===== config.mk =====
export PLATFORM = sky130hd
export DESIGN_NAME = hough_list_requester
export DESIGN_NICKNAME = d
export VERILOG_FILES = /design/src/rtl/hough_list_pkg.sv /design/src/rtl/hough_list_requester.sv
export SDC_FILE = /design/constraint.sdc
export NUM_CORES = 1
export LEC_CHECK = 0
export BUFFER_PORTS_ARGS = -buffer_cell sky130_fd_sc_hd__buf_2
export CAP_MARGIN = 20
export CELL_PAD_IN_SITES_DETAIL_PLACEMENT = 0
export CELL_PAD_IN_SITES_GLOBAL_PLACEMENT = 1
export CORE_ASPECT_RATIO = 0.5
export CORE_MARGIN = 2
export CORE_UTILIZATION = 34
export CTS_BUF_LIST = sky130_fd_sc_hd__clkbuf_4
export CTS_CLUSTER_DIAMETER = 30
export DETAILED_ROUTE_END_ITERATION = 10
export PLACE_DENSITY_LB_ADDON = 0.1
export SKIP_CTS_REPAIR_TIMING = 1
export SYNTH_ARGS = -nofsm -noshare
export SYNTH_HDL_FRONTEND = slang
export SYNTH_SLANG_ARGS = --single-unit
export TNS_END_PERCENT = 50

===== constraint.sdc =====
create_clock -name clk -period 2.9 [get_ports clk]
set_input_delay 0.435 -clock clk [delete_from_list [all_inputs] [get_ports clk]]
set_output_delay 0.435 -clock clk [all_outputs]
set_load 0.005 [all_outputs]

===== src/rtl/hough_list_pkg.sv =====
// Shared definitions for the Hough linked-list interface.
//   - Default widths for rho values, param (theta bucket) addresses and node words.
//   - Command/response op encodings.
//   - Requester FSM state encoding.
// Imported by the requester and by the list itself so both agree on encodings.
package hough_list_pkg;

    localparam int RHO_W_DEF  = 10;
    localparam int ADDR_W_DEF = 12;
    localparam int NODE_W_DEF = 32;

    typedef enum logic [1:0] {
        OP_APPEND = 2'd0,
        OP_SEARCH = 2'd1,
        OP_SHOW   = 2'd2,
        OP_DUMP   = 2'd3
    } op_e;

    typedef enum logic [1:0] {
        ST_IDLE  = 2'd0,
        ST_ISSUE = 2'd1,
        ST_WAIT  = 2'd2,
        ST_RESP  = 2'd3
    } state_e;

    // SHOW and DUMP are the only ops whose responses carry an address.
    function automatic logic op_has_addr(input op_e op);
        return (op == OP_SHOW) || (op == OP_DUMP);
    endfunction

endpackage


===== src/rtl/hough_list_requester.sv =====
// Initiator side of the Hough linked-list request interface.
// Takes one command at a time from upstream, drives a single one-cycle request
// strobe (append/search/show) to the list, waits for done (or a timeout) and
// returns one response per list transaction. A DUMP command walks param
// addresses 0..N-1 with show requests, one response per address.
//
// Ports
//   clk, rst                         clock; synchronous active-high reset
//   cmd_valid_i/cmd_ready_o          command handshake (ready only in IDLE)
//   cmd_op_i, cmd_rho_i, cmd_addr_i  op, rho (APPEND/SEARCH), address or DUMP count
//   append_o, search_o, show_o       one-cycle request strobes to the list
//   rho_o, param_addr_o              request operands, held until the list replies
//   done_i, append_ack_i, found_i,
//   node_i                           list completion and result fields
//   rsp_valid_o/rsp_ready_i          response handshake
//   rsp_op_o, rsp_addr_o, rsp_flag_o,
//   rsp_node_o, rsp_timeout_o        response payload
//   busy_o                           FSM is not in IDLE
module hough_list_requester
    import hough_list_pkg::*;
#(
    parameter int RHO_W   = RHO_W_DEF,
    parameter int ADDR_W  = ADDR_W_DEF,
    parameter int NODE_W  = NODE_W_DEF,
    parameter int TIMEOUT = 16
) (
    input  logic              clk,
    input  logic              rst,
    input  logic              cmd_valid_i,
    output logic              cmd_ready_o,
    input  logic [1:0]        cmd_op_i,
    input  logic [RHO_W-1:0]  cmd_rho_i,
    input  logic [ADDR_W-1:0] cmd_addr_i,
    output logic              append_o,
    output logic              search_o,
    output logic              show_o,
    output logic [RHO_W-1:0]  rho_o,
    output logic [ADDR_W-1:0] param_addr_o,
    input  logic              done_i,
    input  logic              append_ack_i,
    input  logic              found_i,
    input  logic [NODE_W-1:0] node_i,
    output logic              rsp_valid_o,
    input  logic              rsp_ready_i,
    output logic [1:0]        rsp_op_o,
    output logic [ADDR_W-1:0] rsp_addr_o,
    output logic              rsp_flag_o,
    output logic [NODE_W-1:0] rsp_node_o,
    output logic              rsp_timeout_o,
    output logic              busy_o
);

    localparam int CNT_W = $clog2(TIMEOUT + 1);

    state_e              state_q, state_d;
    op_e                 op_q;
    op_e                 cmd_op;
    logic                ready_q;
    logic [RHO_W-1:0]    rho_q;
    logic [ADDR_W-1:0]   addr_q;   // SHOW address, or current DUMP index
    logic [ADDR_W-1:0]   count_q;  // DUMP length N
    logic [CNT_W-1:0]    wait_q;
    logic [1:0]          rsp_op_q;
    logic [ADDR_W-1:0]   rsp_addr_q;
    logic                rsp_flag_q;
    logic [NODE_W-1:0]   rsp_node_q;
    logic                rsp_timeout_q;

    logic cmd_fire, rsp_fire, wait_expired, dump_more, dump_empty;

    assign cmd_op       = op_e'(cmd_op_i);
    // ready_q (not just the state) gates acceptance so nothing is taken in
    // the first cycle after reset, while cmd_ready_o is still low.
    assign cmd_fire     = (state_q == ST_IDLE) && ready_q && cmd_valid_i;
    assign rsp_fire     = (state_q == ST_RESP) && rsp_ready_i;
    assign wait_expired = (wait_q == CNT_W'(TIMEOUT - 1));
    assign dump_empty   = (cmd_op == OP_DUMP) && (cmd_addr_i == '0);
    // count_q >= 1 whenever a DUMP is in flight, so count_q-1 cannot wrap.
    assign dump_more    = (op_q == OP_DUMP) && (addr_q < (count_q - ADDR_W'(1)));

    // NOTE: sequential state uses non-blocking assignments so every register
    // samples the pre-edge values of the others.
    always_ff @(posedge clk) begin
        if (rst) state_q <= ST_IDLE;
        else     state_q <= state_d;
    end

    // NOTE: state_d gets its default before the case so no path leaves it
    // unassigned and no latch is inferred.
    always_comb begin
        state_d = state_q;
        unique case (state_q)
            ST_IDLE:  if (cmd_fire && !dump_empty) state_d = ST_ISSUE;
            ST_ISSUE: state_d = ST_WAIT;
            ST_WAIT:  if (done_i || wait_expired) state_d = ST_RESP;
            ST_RESP:  if (rsp_fire) state_d = dump_more ? ST_ISSUE : ST_IDLE;
            default:  state_d = ST_IDLE;
        endcase
    end

    always_ff @(posedge clk) begin
        if (rst) begin
            ready_q       <= 1'b0;
            op_q          <= OP_APPEND;
            rho_q         <= '0;
            addr_q        <= '0;
            count_q       <= '0;
            wait_q        <= '0;
            rsp_op_q      <= '0;
            rsp_addr_q    <= '0;
            rsp_flag_q    <= 1'b0;
            rsp_node_q    <= '0;
            rsp_timeout_q <= 1'b0;
        end else begin
            ready_q <= (state_d == ST_IDLE);
            unique case (state_q)
                ST_IDLE: begin
                    if (cmd_fire) begin
                        op_q    <= cmd_op;
                        count_q <= cmd_addr_i;
                        rho_q   <= (cmd_op == OP_APPEND || cmd_op == OP_SEARCH) ? cmd_rho_i : '0;
                        addr_q  <= (cmd_op == OP_SHOW) ? cmd_addr_i : '0;
                    end
                end
                ST_ISSUE: wait_q <= '0;
                ST_WAIT: begin
                    if (done_i || wait_expired) begin
                        rsp_op_q   <= op_q;
                        rsp_addr_q <= op_has_addr(op_q) ? addr_q : '0;
                        // A done arriving on the last allowed cycle still wins.
                        if (done_i) begin
                            rsp_timeout_q <= 1'b0;
                            rsp_node_q    <= node_i;
                            unique case (op_q)
                                OP_APPEND: rsp_flag_q <= append_ack_i;
                                OP_SEARCH: rsp_flag_q <= found_i;
                                default:   rsp_flag_q <= 1'b1;
                            endcase
                        end else begin
                            rsp_timeout_q <= 1'b1;
                            rsp_node_q    <= '0;
                            rsp_flag_q    <= 1'b0;
                        end
                    end else begin
                        wait_q <= wait_q + CNT_W'(1);
                    end
                end
                ST_RESP: begin
                    if (rsp_fire) begin
                        rsp_op_q      <= '0;
                        rsp_addr_q    <= '0;
                        rsp_flag_q    <= 1'b0;
                        rsp_node_q    <= '0;
                        rsp_timeout_q <= 1'b0;
                        if (dump_more) begin
                            addr_q <= addr_q + ADDR_W'(1);
                        end else begin
                            rho_q  <= '0;
                            addr_q <= '0;
                        end
                    end
                end
                default: ;
            endcase
        end
    end

    assign cmd_ready_o   = ready_q;
    assign append_o      = (state_q == ST_ISSUE) && (op_q == OP_APPEND);
    assign search_o      = (state_q == ST_ISSUE) && (op_q == OP_SEARCH);
    assign show_o        = (state_q == ST_ISSUE) && op_has_addr(op_q);
    assign rho_o         = rho_q;
    assign param_addr_o  = addr_q;
    assign rsp_valid_o   = (state_q == ST_RESP);
    assign rsp_op_o      = rsp_op_q;
    assign rsp_addr_o    = rsp_addr_q;
    assign rsp_flag_o    = rsp_flag_q;
    assign rsp_node_o    = rsp_node_q;
    assign rsp_timeout_o = rsp_timeout_q;
    assign busy_o        = (state_q != ST_IDLE);

endmodule


==> results of run 1 <==
## sequential cells by signal, summed over array words and instances, names as in the netlist
signal,cells
rsp_timeout_o,1
rsp_op_o,2
cmd_ready_o,1
wait_q,5
rsp_addr_o,12
param_addr_o,12
rsp_node_o,32
state_q,2
rsp_flag_o,1
op_q,2
rho_o,10
count_q,12
## cells by family (layout without fill, tap and decap cells)
logic type,after synthesis,after routing
compound gates,121,121
other cells,0,3
xor+xnor,10,10
flops,92,92
simple gates,246,246
buf+inv,43,192
mux,11,11
fa+ha+maj,20,20
## layout make-up
cell class	instances	area (um^2)	area share, %
Inverter	8	30.03	0.5453
Clock buffer	9	67.56	1.227
Timing Repair Buffer	168	928.4	16.86
Sequential cell	92	1842	33.45
Antenna cell	3	7.507	0.1363
Tap cell	170	212.7	3.863
Clock inverter	7	70.07	1.272
Multi-Input combinational cell	408	2349	42.65
## cells in the final DEF (no fill, tap or decap), types with 4 or more instances in the layout
master / instances
buf_2: 138
nand2_1: 107
dfxtp_1: 92
a21oi_1: 67
nand3_1: 47
nor2_1: 35
buf_4: 28
ha_1: 20
o21ai_0: 12
a22oi_1: 12
a31oi_1: 12
mux2i_1: 10
clkbuf_4: 10
inv_1: 8
nor3_1: 8
xnor2_1: 7
and3_1: 6
a211o_1: 6
nand4_1: 6
or4_1: 6
nor3b_1: 5
or3_1: 4
## worst paths after layout
kind / slack [ns] / to / startpoint / depth (start not counted)
worst min register to register: 0.46 / rsp_node_o[23] / rsp_node_o[23] / 2
worst max register to register: 0.24 / cmd_ready_o / count_q[2] / 11
worst min-delay path: 0.21 / rho_o[2] / cmd_rho_i[2] / 3
worst max-delay path: 0.24 / cmd_ready_o / count_q[2] / 11
## routing by layer
| layer | share of wire, % | up-vias |
|---|---|---|
| li1 | - | 2207 |
| met1 | 52 | 1990 |
| met2 | 40 | 113 |
| met3 | 6.8 | 6 |
| met4 | 0.63 | 0 |
| met5 | 0 | - |
## worst min-delay path: cells and delay by family
kind	cells	cell delay, ns
mux	1	0.05
simple gates	1	0.04
buf+inv	1	0.10
## through the flow
stage / setup TNS, ns / std cells / util [%] / instance area, um^2
after floorplan: 0 / 543 / - / 4345
after global placement: 0 / 845 / 42.45 / 5329
after detailed placement: -0.05998 / 845 / 42.45 / 5329
after CTS: -0.1498 / 861 / 43.54 / 5466
after global routing: 0 / 865 / 43.86 / 5507
final: 0 / 865 / 43.86 / 5507
## report_power, final
| part | internal (W) | leakage (nW) | switching (W) |
|---|---|---|---|
| combinational | 0.000527 | 1.58 | 0.000709 |
| sequential | 0.00137 | 0.744 | 0.000122 |
| clock | 0.000267 | 0.0785 | 0.000464 |
| total | 0.00217 | 2.41 | 0.00130 |
==> impl_metrics.env, run 1 <==
export IMPL_syn_area_um2=4345
export IMPL_yosys_top_cells_count="nand2_1 (107), dfxtp_1 (92), a21oi_1 (67)"
export IMPL_clock_skew_ns=0.01922
export IMPL_synth_mux_area_share_pct=2.563
export IMPL_synth_compound_area_share_pct=16.27
export IMPL_crit_type="reg -> reg"
export IMPL_status="complete, no violations"
export IMPL_rows=29
export IMPL_power_density_nw_per_um2=628.4
export IMPL_nets=770
export IMPL_cts_tree="built"
export IMPL_crit_required_ns=3.30
export IMPL_ys_ff_latch=92
export IMPL_min_period_over_period_pct=91.66
export IMPL_area_growth_pct=26.72
export IMPL_worst_slew_pin_slew_ns=0.7219
export IMPL_dp_hpwl_um=9741
export IMPL_cts_made_buffers=9
export IMPL_rsz0062_at_grt="no"
export IMPL_h_tree_depth=3
export IMPL_die_area_um2=13760
export IMPL_io_buffers=138
export IMPL_max_freq_mhz=376.2
export IMPL_hp_class="in -> reg"
export IMPL_critPathBufInv=0
export IMPL_worst_skew_pair_late_latency_ns=0.45
export IMPL_maxCapViolCount=0
export IMPL_grt_max_degree=63
export IMPL_whs_ns=0.2069
export IMPL_pre_cts_ws_ns=-0.02503
export IMPL_io_pins=139
export IMPL_crit_family="simple AND/OR/NAND/NOR gates"
export IMPL_yosysMostFrequentCell="nand2_1"
export IMPL_synth_seq_area_share_pct=42.38
export IMPL_grt_pass1_vias=3787
export IMPL_start_util_pct=34.61
export IMPL_synth_top_family_by_area="simple AND/OR/NAND/NOR gates"
export IMPL_crit_chain="nor2_1 > nand2_1 > nor4_2 > nor4b_2 > xnor2_1 > ha_1 > and4_1 > nor4b_2 > o31ai_1 > a311oi_1 > o211a_1"
export IMPL_die_h_um=83.94
export IMPL_grtUsageMet2_pct=27.62
export IMPL_ys_warn_count=0
export IMPL_ir_worst_vdd_v=0.0002646
export IMPL_drive_above_1_share_pct=27.75
export IMPL_setup_slack_ns=0.2419
export IMPL_crit_path_top_delay_cell="a311oi_1"
export IMPL_synthArstFlopShare_pct=0
export IMPL_vias=4316
export IMPL_numClockSinks=92
export IMPL_drc_errors=0
export IMPL_grt_total_usage_pct=18.87
export IMPL_power_leakage_nw=2.407
export IMPL_drt_wl_total_um=13460
export IMPL_first_pass_iters=4
export IMPL_nFillCells=1290
export IMPL_synth_area_per_cell_um2=8.003
export IMPL_grt_pass1_wl_um=20420
export IMPL_synth_edf_count=0
export IMPL_hold_viol_final=0
export IMPL_antenna_found_initial=1
export IMPL_synth_cells=543
export IMPL_grt_ovfl_total=0
export IMPL_synth_top_area_share_pct=42.38
export IMPL_synthTopCellsByArea="dfxtp_1 (42%), nand2_1 (9.2%), a21oi_1 (7.7%)"
export IMPL_clkTransAtPathRegs_ns=0.14
export IMPL_grt_busiest_layer="met1"
export IMPL_cts_root_buf="clkbuf_4"
export IMPL_synth_fa_ha_area_share_pct=5.759
export IMPL_syn_nets=626
export IMPL_postRouteAntennaNets=0
export IMPL_synthFlopType="dfxtp_1"
export IMPL_synthXorXnorAreaFrac_pct=2.016
export IMPL_synth_largest_area_cell="dfxtp_1"
export IMPL_drtIter0Drc=304
export IMPL_period_needed_ns=2.658
export IMPL_critical_path_startpoint_type="flop"
export IMPL_relSlewSlack_pct=51.87
export IMPL_worst_path_max_fanout=3
export IMPL_viasPerCell=4.990
export IMPL_cp_end_kind="flop"
export IMPL_drv_slew=0
export IMPL_worst_path_most_repeated_cell="nor4b_2"
export IMPL_cts_max_path_buffers=2
export IMPL_core_area_um2=12550
export IMPL_grt_util_met3_pct=5.266
export IMPL_yosys_area_share_simple_pct=26.69
export IMPL_grt_use_met1_pct=27.67
export IMPL_setup_viol=0
export IMPL_arrival_ns=3.05
export IMPL_die_width_um=163.9
export IMPL_max_stage_delay_ns=0.36
export IMPL_wire_per_inst_um=15.57
export IMPL_place_gp_congestion=0.7926
export IMPL_power_w=0.003460
export IMPL_yosys_cell_types_count=45
Note: power is estimated with default switching activity, not from simulation.
==> run 2, diff against run 1 <==
- CELL_PAD_IN_SITES_DETAIL_PLACEMENT: 0 -> 2
- CELL_PAD_IN_SITES_GLOBAL_PLACEMENT: 1 -> 2
- CORE_UTILIZATION: 34 -> 26
==> run 2 against run 1 <==
  * Sequential power hardly changed
  * Clock-buffer cell count unchanged
  * Global-route usage rose by 1.1 points
  * Combinational power rose by 19%
  * Largest power group unchanged
  * Highest routed layer unchanged
==> impl_metrics.env, run 2 (same netlist as run 1, synthesis figures left out) <==
export IMPL_status="complete, no violations"
export IMPL_hold_viol_final=0
export IMPL_area_growth_pct=32.97
export IMPL_grt_pass1_vias=4823
export IMPL_final_cell_area_um2=5778
export IMPL_worst_path_max_fanout=10
export IMPL_hp_class="in -> reg"
export IMPL_vias=4676
export IMPL_drt_wl_total_um=17490
export IMPL_rsz0062_at_grt="yes"
export IMPL_place_gp_congestion=0.7935
export IMPL_h_tree_depth=3
export IMPL_nets=782
export IMPL_start_util_pct=26.58
export IMPL_grt_util_met3_pct=4.196
export IMPL_viasPerCell=5.023
export IMPL_antenna_found_initial=0
export IMPL_core_area_um2=16350
export IMPL_drv_slew=0
export IMPL_power_w=0.003802
export IMPL_postRouteAntennaNets=0
export IMPL_worst_slew_pin_slew_ns=0.6869
export IMPL_die_area_um2=17830
export IMPL_io_pins=139
export IMPL_power_density_nw_per_um2=657.9
export IMPL_ir_worst_vdd_v=0.0001888
export IMPL_drc_errors=0
export IMPL_min_period_over_period_pct=94.48
export IMPL_antennaDiodeCount=0
export IMPL_cts_tree="built"
export IMPL_die_width_um=186.8
export IMPL_largest_reg_flops=32
export IMPL_power_leakage_nw=2.499
export IMPL_grt_ovfl_total=0
export IMPL_layout_common_cells="buf_2 (138), nand2_1 (106), dfxtp_1 (90), a21oi_1 (66), nand3_1 (47)"
export IMPL_placed_area_um2=5509
export IMPL_crit_required_ns=3.30
export IMPL_cts_made_buffers=9
export IMPL_post_route_util_pct=35.34
export IMPL_cts_max_path_buffers=2
export IMPL_cp_end_kind="flop"
export IMPL_rows=33
export IMPL_clock_skew_ns=0.01339
export IMPL_worst_skew_pair_late_latency_ns=0.46
export IMPL_cts_root_buf="clkbuf_4"
export IMPL_setup_viol=0
export IMPL_grt_pass1_wl_um=27460
export IMPL_drtIter0Drc=256
export IMPL_crit_type="reg -> reg"
export IMPL_maxCapViolCount=0
export IMPL_critical_path_startpoint_type="flop"
export IMPL_first_pass_iters=4
export IMPL_numClockSinks=92
export IMPL_arrival_ns=3.14
export IMPL_max_freq_mhz=365.0
export IMPL_grt_total_usage_pct=19.96
export IMPL_dp_hpwl_um=13130
export IMPL_io_buffers=138
export IMPL_drive_above_1_share_pct=30.82
export IMPL_grt_max_degree=50
export IMPL_wire_per_inst_um=18.78
export IMPL_grt_busiest_layer="met2"
export IMPL_layout_commonest_cell="buf_2"
export IMPL_grt_use_met1_pct=26.37
export IMPL_relSlewSlack_pct=54.16
export IMPL_period_needed_ns=2.740
export IMPL_clkTransAtPathRegs_ns=0.17
export IMPL_grtUsageMet2_pct=33.33
export IMPL_die_h_um=95.42
==> run 2: per-stage QoR <==
step,setup TNS [ns],setup slack [ns],hold slack [ns],cells
3_3_place_gp,-0.1403,-0.05447,0.4355,914
6_report,0,0.1599,0.1884,931
2_1_floorplan,0,0.01729,0.4287,543
5_1_grt,-0.2051,-0.04996,0.1412,931
3_5_place_dp,-1.791,-0.1817,0.4491,914
4_1_cts,-2.496,-0.2144,0.1636,930
==> run 2: critical path, cell delays in order, from the launching register on <==
cell	delay (ns)
dfxtp_2	0.37
nor2_4	0.12
nand2_2	0.08
nor4_4	0.13
buf_4	0.15
buf_6	0.09
nand3_1	0.10
xor2_1	0.16
ha_1	0.33
and4_4	0.23
nor4b_4	0.26
o31a_1	0.23
o21ai_2	0.10
buf_12	0.17
mux2i_1	0.16
==> run 2: routing by layer <==
metal / part of all wire, % / vias up
met5: 0 / -
met4: 1.7 / 0
met2: 45 / 142
met1: 47 / 2289
li1: - / 2223
met3: 5.9 / 22
==> run 2: final timing paths <==
| kind | slack, ns | depth (start not counted) | from | end |
|---|---|---|---|---|
| setup reg to reg | 0.16 | 14 | count_q[2] | rho_o[7] |
| hold reg to reg | 0.46 | 2 | rsp_node_o[28] | rsp_node_o[28] |
| setup / recovery | 0.16 | 14 | count_q[2] | rho_o[7] |
| hold / removal | 0.19 | 3 | cmd_rho_i[1] | rho_o[1] |
==> run 2: cell type report <==
| cell class | instances | area (um^2) |
|---|---|---|
| sequential | 92 | 1844 |
| clock buffer | 9 | 67.56 |
| fill | 1952 | 10570 |
| inverter | 8 | 30.03 |
| timing repair buffer | 180 | 1039 |
| tap | 227 | 284.0 |
| clock inverter | 7 | 83.83 |
| multi-input combinational | 408 | 2430 |
==> run 2: report_power, final <==
group | switching [W] | internal, W
logic | 0.000846 | 0.000631
clock network | 0.000542 | 0.000278
registers | 0.000133 | 0.00137
==> run 3, diff against run 2 <==
==> constraint.sdc (replaced) <==
create_clock -name clk -period 2.9 [get_ports clk]
set_input_delay 0 -clock clk [delete_from_list [all_inputs] [get_ports clk]]
set_output_delay 0 -clock clk [all_outputs]
set_load 0.005 [all_outputs]
==> run 3 against run 2 <==
  * Core utilization rose by 3.6 points
  * Design area rose by 10%
  * Global-route usage fell by 0.12 points
  * Critical path type unchanged
  * Largest power group unchanged
==> impl_metrics.env, run 3 (same netlist as run 1, synthesis figures left out) <==
export IMPL_status="complete, no violations"
export IMPL_antennaDiodeCount=0
export IMPL_cts_max_path_buffers=2
export IMPL_cts_made_buffers=9
export IMPL_clkTransAtPathRegs_ns=0.16
export IMPL_viasPerCell=4.925
export IMPL_clock_skew_ns=0.01791
export IMPL_timing_rr_start="count_q[2]"
export IMPL_cp_end_kind="flop"
export IMPL_nFillCells=1884
export IMPL_arrival_ns=3.14
export IMPL_maxCapViolCount=0
export IMPL_grt_max_degree=50
export IMPL_p_sw_share_pct=37.74
export IMPL_period_needed_ns=2.738
export IMPL_worst_skew_pair_late_latency_ns=0.48
export IMPL_drt_wl_total_um=18630
export IMPL_postRouteAntennaNets=0
export IMPL_drive_above_1_share_pct=25.72
export IMPL_layout_common_cells="buf_2 (138), nand2_1 (107), dfxtp_1 (92), dlygate4sd3_1 (68), a21oi_1 (67)"
export IMPL_crit_required_ns=3.30
export IMPL_die_area_um2=17830
export IMPL_drc_errors=0
export IMPL_rows=33
export IMPL_hold_viol_final=0
export IMPL_reg2reg_to="rho_o[3]"
export IMPL_intPower_w=0.002379
export IMPL_power_density_nw_per_um2=600.5
export IMPL_min_period_over_period_pct=94.42
export IMPL_max_freq_mhz=365.2
export IMPL_worst_slew_pin_slew_ns=0.6575
export IMPL_grt_pass1_wl_um=27210
export IMPL_largest_reg_flops=32
export IMPL_die_width_um=186.8
export IMPL_layout_commonest_cell="buf_2"
export IMPL_antenna_found_initial=0
export IMPL_setup_viol=0
export IMPL_io_pins=139
export IMPL_grt_total_usage_pct=19.84
export IMPL_crit_type="reg -> reg"
export IMPL_p_sw_w=0.001442
export IMPL_critical_path_startpoint_type="flop"
export IMPL_core_area_um2=16350
export IMPL_startpoint="count_q[2]"
export IMPL_power_leakage_nw=2.759
export IMPL_vias=4871
export IMPL_nets=840
export IMPL_start_util_pct=26.58
export IMPL_seqPwrFrac_pct=39.3
export IMPL_hp_class="in -> reg"
export IMPL_drtIter0Drc=165
export IMPL_area_growth_pct=46.44
export IMPL_cp_endpoint="rho_o[3]"
export IMPL_h_tree_depth=3
export IMPL_rr_worst_depth=12
export IMPL_post_route_util_pct=38.92
export IMPL_max_stage_delay_ns=0.35
export IMPL_first_pass_iters=4
export IMPL_worst_path_max_fanout=10
export IMPL_cts_tree="built"
export IMPL_numClockSinks=92
export IMPL_drv_slew=0
export IMPL_crit_path_top_delay_cell="dfxtp_1"
export IMPL_rsz0062_at_grt="yes"
export IMPL_wire_per_inst_um=18.84
export IMPL_comb_power_share_pct=38.7
export IMPL_r2r_slack_ns=0.16
export IMPL_relSlewSlack_pct=56.12
export IMPL_grt_pass1_vias=4877
export IMPL_dp_hpwl_um=12830
export IMPL_grt_ovfl_total=0
export IMPL_io_buffers=138
export IMPL_cts_root_buf="clkbuf_4"
export IMPL_die_h_um=95.42
export IMPL_tns_ns=0
export IMPL_clkPwrFrac_pct=22.1
export IMPL_ir_worst_vdd_v=0.0002596
export IMPL_crit_chain="nor2_1 > nand2_1 > nor4_4 > nor4b_4 > xnor2_1 > ha_1 > and4_1 > buf_4 > a21o_1 > o21ai_4 > buf_12 > mux2i_1"
export IMPL_place_gp_congestion=0.7718
==> run 3: cell count changes in the layout (fill, tap and decap cells not counted), moves of 2 or more <==
cell / before / now
clkinv_4: 0 / 3
dfxtp_1: 90 / 92
inv_8: 2 / 0
nor2_1: 33 / 35
buf_6: 2 / 0
dfxtp_2: 2 / 0
clkinvlp_4: 3 / 0
dlygate4sd3_1: 0 / 68
buf_4: 38 / 29
==> run 3: critical path: cells and delay by family (launching register included) <==
family	cells	cell delay, ns
muxes	1	0.23
and+or+nand+nor	5	0.92
xor gates and xnor gates	1	0.16
DFF	1	0.35
buffers and inverters	2	0.31
adders and majority gates	1	0.27
AOI/OAI and AO/OA	2	0.44
==> run 3: through the flow <==
stage | instance area, um^2 | cells | hold WS (ns) | worst slack, ns | total power [W]
global route | 6364 | 989 | 0.02653 | -0.01111 | 0.004119
detailed placement | 5454 | 905 | 0.2559 | -0.07657 | 0.002872
CTS | 5620 | 921 | -0.2993 | -0.1361 | 0.003747
finish | 6364 | 989 | 0.04725 | 0.1618 | 0.003821
floorplan | 4345 | 543 | 0.1360 | 0.01729 | 0.002288
global placement | 5454 | 905 | 0.2474 | 0.004624 | 0.002838
==> run 3: power by group through the flow <==
stage	Combinational [W]	Sequential (W)	Clock, W
floorplan	0.000793	0.00150	0
global placement	0.00132	0.00152	0
detailed placement	0.00135	0.00152	0
CTS	0.00135	0.00150	0.000898
global route	0.00165	0.00152	0.000952
finish	0.00148	0.00150	0.000843
==> run 3: how the worst min path moves through the flow <==
| stage | startpoint | slack, ns | to | cells past startpoint |
|---|---|---|---|---|
| 4_1_cts | cmd_rho_i[8] | -0.30 | rho_o[8] | 3 |
| 3_5_place_dp | cmd_rho_i[6] | 0.26 | rho_o[6] | 3 |
| 3_3_place_gp | cmd_rho_i[6] | 0.25 | rho_o[6] | 3 |
| 5_1_grt | cmd_valid_i | 0.03 | op_q[1] | 5 |
| 6_report | cmd_valid_i | 0.05 | op_q[1] | 5 |
| 2_1_floorplan | cmd_addr_i[1] | 0.14 | count_q[1] | 2 |
==> run 3: area by class of cell <==
| class | instances | area, um^2 | share of cell area [%] |
|---|---|---|---|
| timing repair buffer | 238 | 1649 | 25.91 |
| sequential | 92 | 1842 | 28.94 |
| tap | 227 | 284.0 | 4.463 |
| clock inverter | 7 | 98.84 | 1.553 |
| inverter | 8 | 30.03 | 0.4719 |
| clock buffer | 9 | 67.56 | 1.062 |
| multi-input combinational | 408 | 2392 | 37.59 |
==> run 3: layer usage <==
metal | up-vias | part of all wire [%] | track usage (%)
met5 | - | 0 | 0
met3 | 13 | 5.5 | 5.705
li1 | 2350 | - | -
met2 | 124 | 46 | 32.22
met4 | 0 | 0.89 | 4.299
met1 | 2384 | 47 | 26.34
